## config.mk

```make
export PLATFORM = sky130hd
export DESIGN_NAME = axi4_lite_slave_regfile
export DESIGN_NICKNAME = d
export VERILOG_FILES = /design/src/rtl/axi4_lite_slave_regfile.sv
export SDC_FILE = /design/constraint.sdc
export NUM_CORES = 1
export LEC_CHECK = 0
export ABC_AREA = 0
export CAP_MARGIN = 20
export CORE_ASPECT_RATIO = 1.75
export CORE_UTILIZATION = 35
export CTS_CLUSTER_DIAMETER = 100
export DETAILED_ROUTE_END_ITERATION = 6
export GPL_ROUTABILITY_DRIVEN = 0
export SETUP_SLACK_MARGIN = 0.15
export SYNTH_ARGS = -nofsm -noshare
export SYNTH_HDL_FRONTEND = slang
export SYNTH_SLANG_ARGS = --single-unit
```

## constraint.sdc

```tcl
create_clock -name clk -period 2.7 [get_ports clk]
set_input_delay 0.405 -clock clk [delete_from_list [all_inputs] [get_ports clk]]
set_output_delay 0.405 -clock clk [all_outputs]
set_load 0.02 [all_outputs]
```

## src/rtl/axi4_lite_slave_regfile.sv

```systemverilog
// AXI4-Lite slave terminating the bus into a flat, byte-strobed register array.
// Write channel accepts AW and W independently; the read channel runs on its own FSM.
//   state  | meaning
//   W_IDLE | collecting AW and W; write commits on the edge that captures the second
//   W_RESP | bvalid/bresp held until bready
//   R_IDLE | arready high, waiting for AR
//   R_DATA | rvalid/rdata/rresp held until rready
module axi4_lite_slave_regfile #(
  parameter int P_DATA_WIDTH = 32,
  parameter int P_ADDR_WIDTH = 8,
  parameter int P_NUM_REGS   = 16
) (
  input  logic                               clk,
  input  logic                               arst_n,
  input  logic                               awvalid,
  output logic                               awready,
  input  logic [P_ADDR_WIDTH-1:0]            awaddr,
  input  logic [2:0]                         awprot,
  input  logic                               wvalid,
  output logic                               wready,
  input  logic [P_DATA_WIDTH-1:0]            wdata,
  input  logic [P_DATA_WIDTH/8-1:0]          wstrb,
  output logic                               bvalid,
  input  logic                               bready,
  output logic [1:0]                         bresp,
  input  logic                               arvalid,
  output logic                               arready,
  input  logic [P_ADDR_WIDTH-1:0]            araddr,
  input  logic [2:0]                         arprot,
  output logic                               rvalid,
  input  logic                               rready,
  output logic [P_DATA_WIDTH-1:0]            rdata,
  output logic [1:0]                         rresp,
  output logic [P_NUM_REGS*P_DATA_WIDTH-1:0] regs_o
);

  localparam int STRB_W   = P_DATA_WIDTH / 8;
  localparam int ADDR_LSB = $clog2(STRB_W);
  localparam int IDX_W    = P_ADDR_WIDTH - ADDR_LSB;
  localparam logic [IDX_W:0] NUM_REGS_C = (IDX_W+1)'(P_NUM_REGS);
  localparam logic [1:0] RESP_OKAY   = 2'b00;
  localparam logic [1:0] RESP_SLVERR = 2'b10;

  typedef enum logic {W_IDLE, W_RESP} w_state_t;
  typedef enum logic {R_IDLE, R_DATA} r_state_t;

  logic [P_DATA_WIDTH-1:0] regs [P_NUM_REGS];

  w_state_t                w_state, w_state_nxt;
  logic                    aw_held, w_held, aw_held_nxt, w_held_nxt;
  logic [IDX_W-1:0]        aw_idx_q;
  logic [P_DATA_WIDTH-1:0] wdata_q;
  logic [STRB_W-1:0]       wstrb_q;
  logic                    aw_hs, w_hs, wr_commit, wr_in_range;
  logic [IDX_W-1:0]        wr_idx;
  logic [P_DATA_WIDTH-1:0] wr_data;
  logic [STRB_W-1:0]       wr_strb;
  logic                    awready_nxt, wready_nxt, bvalid_nxt;
  logic [1:0]              bresp_nxt;

  r_state_t                r_state, r_state_nxt;
  logic                    ar_hs, rd_in_range, arready_nxt, rvalid_nxt;
  logic [IDX_W-1:0]        rd_idx;
  logic [P_DATA_WIDTH-1:0] rd_word, rdata_nxt;
  logic [1:0]              rresp_nxt;

  logic unused_inputs;
  assign unused_inputs = ^{awprot, arprot, awaddr[ADDR_LSB-1:0], araddr[ADDR_LSB-1:0]};

  // Same-edge handshakes bypass the capture registers so the commit sees fresh AW/W.
  always_comb begin
    aw_hs       = awvalid & awready;
    w_hs        = wvalid & wready;
    wr_idx      = aw_hs ? awaddr[P_ADDR_WIDTH-1:ADDR_LSB] : aw_idx_q;
    wr_data     = w_hs ? wdata : wdata_q;
    wr_strb     = w_hs ? wstrb : wstrb_q;
    wr_in_range = {1'b0, wr_idx} < NUM_REGS_C;
    wr_commit   = 1'b0;
    w_state_nxt = w_state;
    aw_held_nxt = aw_held;
    w_held_nxt  = w_held;
    awready_nxt = awready;
    wready_nxt  = wready;
    bvalid_nxt  = bvalid;
    bresp_nxt   = bresp;
    case (w_state)
      W_IDLE: begin
        aw_held_nxt = aw_held | aw_hs;
        w_held_nxt  = w_held | w_hs;
        if (aw_held_nxt && w_held_nxt) begin
          wr_commit   = 1'b1;
          w_state_nxt = W_RESP;
          aw_held_nxt = 1'b0;
          w_held_nxt  = 1'b0;
          awready_nxt = 1'b0;
          wready_nxt  = 1'b0;
          bvalid_nxt  = 1'b1;
          bresp_nxt   = wr_in_range ? RESP_OKAY : RESP_SLVERR;
        end else begin
          awready_nxt = ~aw_held_nxt;
          wready_nxt  = ~w_held_nxt;
        end
      end
      W_RESP: begin
        if (bready) begin
          w_state_nxt = W_IDLE;
          bvalid_nxt  = 1'b0;
          awready_nxt = 1'b1;
          wready_nxt  = 1'b1;
        end
      end
      default: w_state_nxt = W_IDLE;
    endcase
  end

  always_ff @(posedge clk) begin
    if (!arst_n) begin
      w_state  <= W_IDLE;
      aw_held  <= 1'b0;
      w_held   <= 1'b0;
      aw_idx_q <= '0;
      wdata_q  <= '0;
      wstrb_q  <= '0;
      awready  <= 1'b0;
      wready   <= 1'b0;
      bvalid   <= 1'b0;
      bresp    <= 2'b00;
    end else begin
      w_state <= w_state_nxt;
      aw_held <= aw_held_nxt;
      w_held  <= w_held_nxt;
      if (aw_hs) aw_idx_q <= awaddr[P_ADDR_WIDTH-1:ADDR_LSB];
      if (w_hs) begin
        wdata_q <= wdata;
        wstrb_q <= wstrb;
      end
      awready <= awready_nxt;
      wready  <= wready_nxt;
      bvalid  <= bvalid_nxt;
      bresp   <= bresp_nxt;
    end
  end

  always_ff @(posedge clk) begin
    if (!arst_n) begin
      for (int i = 0; i < P_NUM_REGS; i++) regs[i] <= '0;
    end else if (wr_commit && wr_in_range) begin
      for (int i = 0; i < P_NUM_REGS; i++)
        for (int k = 0; k < STRB_W; k++)
          if (wr_idx == IDX_W'(i) && wr_strb[k]) regs[i][k*8 +: 8] <= wr_data[k*8 +: 8];
    end
  end

  for (genvar gi = 0; gi < P_NUM_REGS; gi++) begin : g_flat
    assign regs_o[gi*P_DATA_WIDTH +: P_DATA_WIDTH] = regs[gi];
  end

  // Read samples the array before any same-edge write lands.
  always_comb begin
    ar_hs       = arvalid & arready;
    rd_idx      = araddr[P_ADDR_WIDTH-1:ADDR_LSB];
    rd_in_range = {1'b0, rd_idx} < NUM_REGS_C;
    rd_word     = '0;
    for (int i = 0; i < P_NUM_REGS; i++)
      if (rd_idx == IDX_W'(i)) rd_word = regs[i];
    r_state_nxt = r_state;
    arready_nxt = arready;
    rvalid_nxt  = rvalid;
    rdata_nxt   = rdata;
    rresp_nxt   = rresp;
    case (r_state)
      R_IDLE: begin
        arready_nxt = 1'b1;
        if (ar_hs) begin
          r_state_nxt = R_DATA;
          arready_nxt = 1'b0;
          rvalid_nxt  = 1'b1;
          rdata_nxt   = rd_in_range ? rd_word : '0;
          rresp_nxt   = rd_in_range ? RESP_OKAY : RESP_SLVERR;
        end
      end
      R_DATA: begin
        if (rready) begin
          r_state_nxt = R_IDLE;
          arready_nxt = 1'b1;
          rvalid_nxt  = 1'b0;
        end
      end
      default: r_state_nxt = R_IDLE;
    endcase
  end

  always_ff @(posedge clk) begin
    if (!arst_n) begin
      r_state <= R_IDLE;
      arready <= 1'b0;
      rvalid  <= 1'b0;
      rdata   <= '0;
      rresp   <= 2'b00;
    end else begin
      r_state <= r_state_nxt;
      arready <= arready_nxt;
      rvalid  <= rvalid_nxt;
      rdata   <= rdata_nxt;
      rresp   <= rresp_nxt;
    end
  end

endmodule

```

==> impl.org <==
** Power and ir drop
- Peak supply drop :: 0.437 mV
- Power Dens Cells :: 578 nW/um^2
- Final Total Pwr :: roughly 21 mW
- For this design the static power due to leakage is between 10 and 15 nW.

** Setup path
- STA classifies the critical path startpoint as an input port.
- Ordered list of cells on the worst path :: clkdlybuf4s50_1 -> buf_4 -> nor4b_4 -> buf_4 -> nand2_1 -> o22ai_1 -> nor3_1 -> a2111oi_0 -> buf_4 -> o21ai_0
- Highest cell delay on the worst timing path :: around 0.57 ns
- Worst EP required :: 3.22 ns
- The worst setup path is captured at a flip-flop.
- The most numerous cell type found on the critical path is sky130_fd_sc_hd__buf_4.
- Of all nets on the critical path, the largest fanout is 5.
- The critical path is of the input port to flip-flop type.
- Arrival time at the worst endpoint :: a little under 3 ns
- In this run the critical register-to-register path is launched from awready$_SDFFE_PN0P_.
- The slowest stage of the critical path is the sky130_fd_sc_hd__clkdlybuf4s50_1 cell.
- Source of the critical timing path :: araddr[5]

** Place
- Cell area after placement :: 35200 um^2
- Pre-CTS setup slack :: -0.350 ns
- Detailed placement ended at an HPWL of between 90 and 100 mm.
- Port buffer count :: 605

** Synth
- By area the synthesized netlist is led by sky130_fd_sc_hd__edfxtp_1 (61%), sky130_fd_sc_hd__dfxtp_1 (6.7%), sky130_fd_sc_hd__nor2_1 (6.0%).
- Yosys mapped the design onto 71 distinct sky130hd cell types.
- Averaged over all synthesized cells, the footprint is roughly 12 um^2.
- In the synthesized netlist the dominant register cell turns out to be sky130_fd_sc_hd__edfxtp_1.
- Synthesis produced a netlist whose cell count is between 2000 and 2500.
- The most common cell in the synthesized netlist is sky130_fd_sc_hd__edfxtp_1.
- Summing the sequential cell areas from Yosys gives about two thirds of the chip area.
- Share of flip-flops with an asynchronous set or reset after synthesis :: 0%
- The commonest cells after synthesis are sky130_fd_sc_hd__edfxtp_1 (512), sky130_fd_sc_hd__nor2_1 (403), sky130_fd_sc_hd__nand2_1 (273), sky130_fd_sc_hd__o21ai_0 (117), sky130_fd_sc_hd__a21oi_1 (98).
- Yosys mapped a number of flops with a built-in enable equal to 512.
- Synthesis Warnings :: 0
- Top cell type by total area after synthesis :: sky130_fd_sc_hd__edfxtp_1
- Syn Std Cell Area :: between 20000 and 30000 um^2
- The top cell type by area accounts for 60.9% of the synthesized area.
- Number of register bits inferred by synthesis :: 597

** Floorplanning
- Initial standard-cell utilization of the core :: 35.5%
- Floorplan die height :: 357 um
- The floorplan step set the die width to 205 um.
- In this run the count of I/O pins placed on the die edge is 618.
- The total area inside the core boundary comes to just over 70000 um^2.
- The floorplan has between 100 and 150 rows.
- Die area :: 73300 um^2

** Layout
- Summing all non-filler instances in the final layout gives an area of 37000 um^2.
- Layout cell share with drive strength beyond 1 :: between 15 and 20%
- Diodes inserted :: 0
- Total number of nets in the final design :: a little over 3000
- Relative to the synthesized area, the layout overhead comes to 46.5%.

** Detailed routing
- In the routed design, unresolved DRC markers number 0.
- Initial DRC Count :: around 2500
- Final routed wirelength across all metal layers :: 114 mm
- Number of nets with antenna violations after detailed routing :: 0
- Router iterations before antenna repair :: 7
- The routed layout has ~22000 vias.
- Per-cell routed wire length :: roughly 29 um
- Vias per Instance :: 5.59

** Global route
- Met1 layer usage reported by global route :: 36.7%
- For this run, the total global-route usage over all layers was measured as between 30% and 40%.
- Met3 Resource Use GR :: 7.41%
- For met2 alone, demand over resource in global routing was about half.
- Antenna violations before repair :: 0
- Wire length of the first global-routing pass :: 158 mm
- After global routing the overflow that remains totals 0.
- Entering global routing, the biggest net connects 46 pins.
- After global routing, the most crowded layer is met2.
- The number of global-route vias before repair was 21800.

** CTS
- Clk root buf :: sky130_fd_sc_hd__clkbuf_16
- Clock transition time at the flip-flop clock pins of the worst setup and hold paths :: 0.07 ns
- The clock reaches the later pin of the worst-skew pair after around 0.65 ns.
- The number of hold buffers added after CTS was 0.
- Gates resized during post-CTS repair numbered 1.
- TritonCTS Buffers :: 55
- The H-tree was split into 2 levels.
- Clock Tree Buf Depth :: 3
- Sink Count :: 597
- TritonCTS built the clock tree.
- Post-CTS Setup Inserts :: 0

** STA
- Final period utilization :: 88.8%
- Setup violations remaining at the end of the flow were counted as 0.
- Maximum achievable frequency :: between 400 and 500 MHz
- Summed over all failing endpoints, the final setup total negative slack is 0 ns.
- The number of max-slew violations in the final report came to 0.
- Time the worst path needs with I/O delays and setup :: 2.40 ns
- Worst-case clock skew :: between 0.04 and 0.05 ns
- Final Hold Fails :: 0
- Setup slack on the critical path of the routed design comes to 0.304 ns.
- For the pin with the worst max-slew slack, the measured transition is 0.593 ns.
- Slew Limit Headroom :: approximately three fifths
- Setup repair after global routing left no endpoint under its margin.
- Final-layout worst hold slack :: 0.324 ns

** Outcome
- Result of the run :: completed

** Worst hold path
- Hold Crit Class :: input port to flip-flop
- In this run the most critical hold path is launched from arst_n.

** Job
- Max-cap violations in this run came to 0.
[worst max-delay path: cells and delay by family]
family / cells / cell delay, ns
AOI/OAI and AO/OA: 3 / 0.77
buffers and inverters: 4 / 1.21
and+or+nand+nor: 3 / 0.53
[report_power, final]
part	internal [mW]	total (mW)	switching, mW
logic	1.14	2.72	1.58
registers	10.4	10.8	0.350
clock network	4.33	7.88	3.55
[cell type report]
type	count	area [um^2]
inverter	71	267
timing repair buffer	954	9400
fill	6248	34000
tap	917	1150
clock inverter	23	218
multi-input combinational	1315	7310
clock buffer	81	1570
sequential	597	17100
[routing by layer]
metal  vias up  wire length, um  part of all wire (%)
met5         -                0                     0
met2      1431            54700                    48
li1       9507                -                     -
met1     10900            41400                    36
met3       264            11400                    10
met4         0             6730                   5.9
[metrics by stage]
stage	util, %	std cells
global route	52.1	3958
global placement	49.6	3854
CTS	52.1	3958
detailed placement	49.6	3854
floorplan	-	2124
finish	52.1	3958
[registers in the layout (all words and copies together), names as in the netlist]
name / cells
rdata: 32
regs: 512
wstrb_q: 4
rvalid: 1
wdata_q: 32
rresp: 1
bresp: 1
wready: 1
arready: 1
aw_idx_q: 6
awready: 1
bvalid: 1
aw_held: 1
w_state: 1
w_held: 1
r_state: 1
[cells by family (layout without fill, tap and decap cells)]
logic type / after synthesis / after routing / synth area share (%)
AOI/OAI and AO/OA: 477 / 477 / 12.9
muxes: 52 / 52 / 2.93
other: 1 / 2 / 0.0149
and+or+nand+nor: 784 / 784 / 13.0
DFF: 597 / 597 / 67.6
buffers and inverters: 212 / 1129 / 3.55
[cells in the final DEF (no fill, tap or decap), types with 6 or more instances in the layout]
cell type,instances
sky130_fd_sc_hd__nor3_1,10
sky130_fd_sc_hd__a21o_1,33
sky130_fd_sc_hd__nor2_1,400
sky130_fd_sc_hd__o21ai_0,117
sky130_fd_sc_hd__mux4_2,17
sky130_fd_sc_hd__dfxtp_1,85
sky130_fd_sc_hd__a221o_1,10
sky130_fd_sc_hd__buf_12,59
sky130_fd_sc_hd__nor3b_1,6
sky130_fd_sc_hd__a22oi_1,39
sky130_fd_sc_hd__inv_1,69
sky130_fd_sc_hd__o21a_1,11
sky130_fd_sc_hd__nand3b_1,11
sky130_fd_sc_hd__clkinv_2,7
sky130_fd_sc_hd__a22o_1,9
sky130_fd_sc_hd__nand2b_1,8
sky130_fd_sc_hd__a221oi_1,55
sky130_fd_sc_hd__o22ai_1,13
sky130_fd_sc_hd__and3_1,7
sky130_fd_sc_hd__a21oi_1,98
sky130_fd_sc_hd__a31oi_1,8
sky130_fd_sc_hd__nor2_2,6
sky130_fd_sc_hd__clkbuf_16,57
sky130_fd_sc_hd__a211oi_1,7
sky130_fd_sc_hd__nand2_1,273
sky130_fd_sc_hd__o221ai_1,16
sky130_fd_sc_hd__edfxtp_1,512
sky130_fd_sc_hd__mux2i_1,30
sky130_fd_sc_hd__o2bb2ai_1,6
sky130_fd_sc_hd__clkdlybuf4s50_1,602
sky130_fd_sc_hd__clkbuf_1,19
sky130_fd_sc_hd__nand3_1,27
sky130_fd_sc_hd__buf_4,292
sky130_fd_sc_hd__o211ai_1,9
sky130_fd_sc_hd__clkinv_1,7
[path summary, 6_finish.rpt]
path | to | slack, ns | cells after the start
hold / removal | bresp[1]$_SDFFE_PN0P_ | 0.32 | 4
setup / recovery | rdata[2]$_SDFFE_PN0P_ | 0.30 | 10
setup reg to reg | regs[0][77]$_SDFFCE_PN0P_ | 0.34 | 8
hold reg to reg | wstrb_q[2]$_SDFF_PN0_ | 0.46 | 2
No activity file was read; power rests on OpenSTA's default activity.
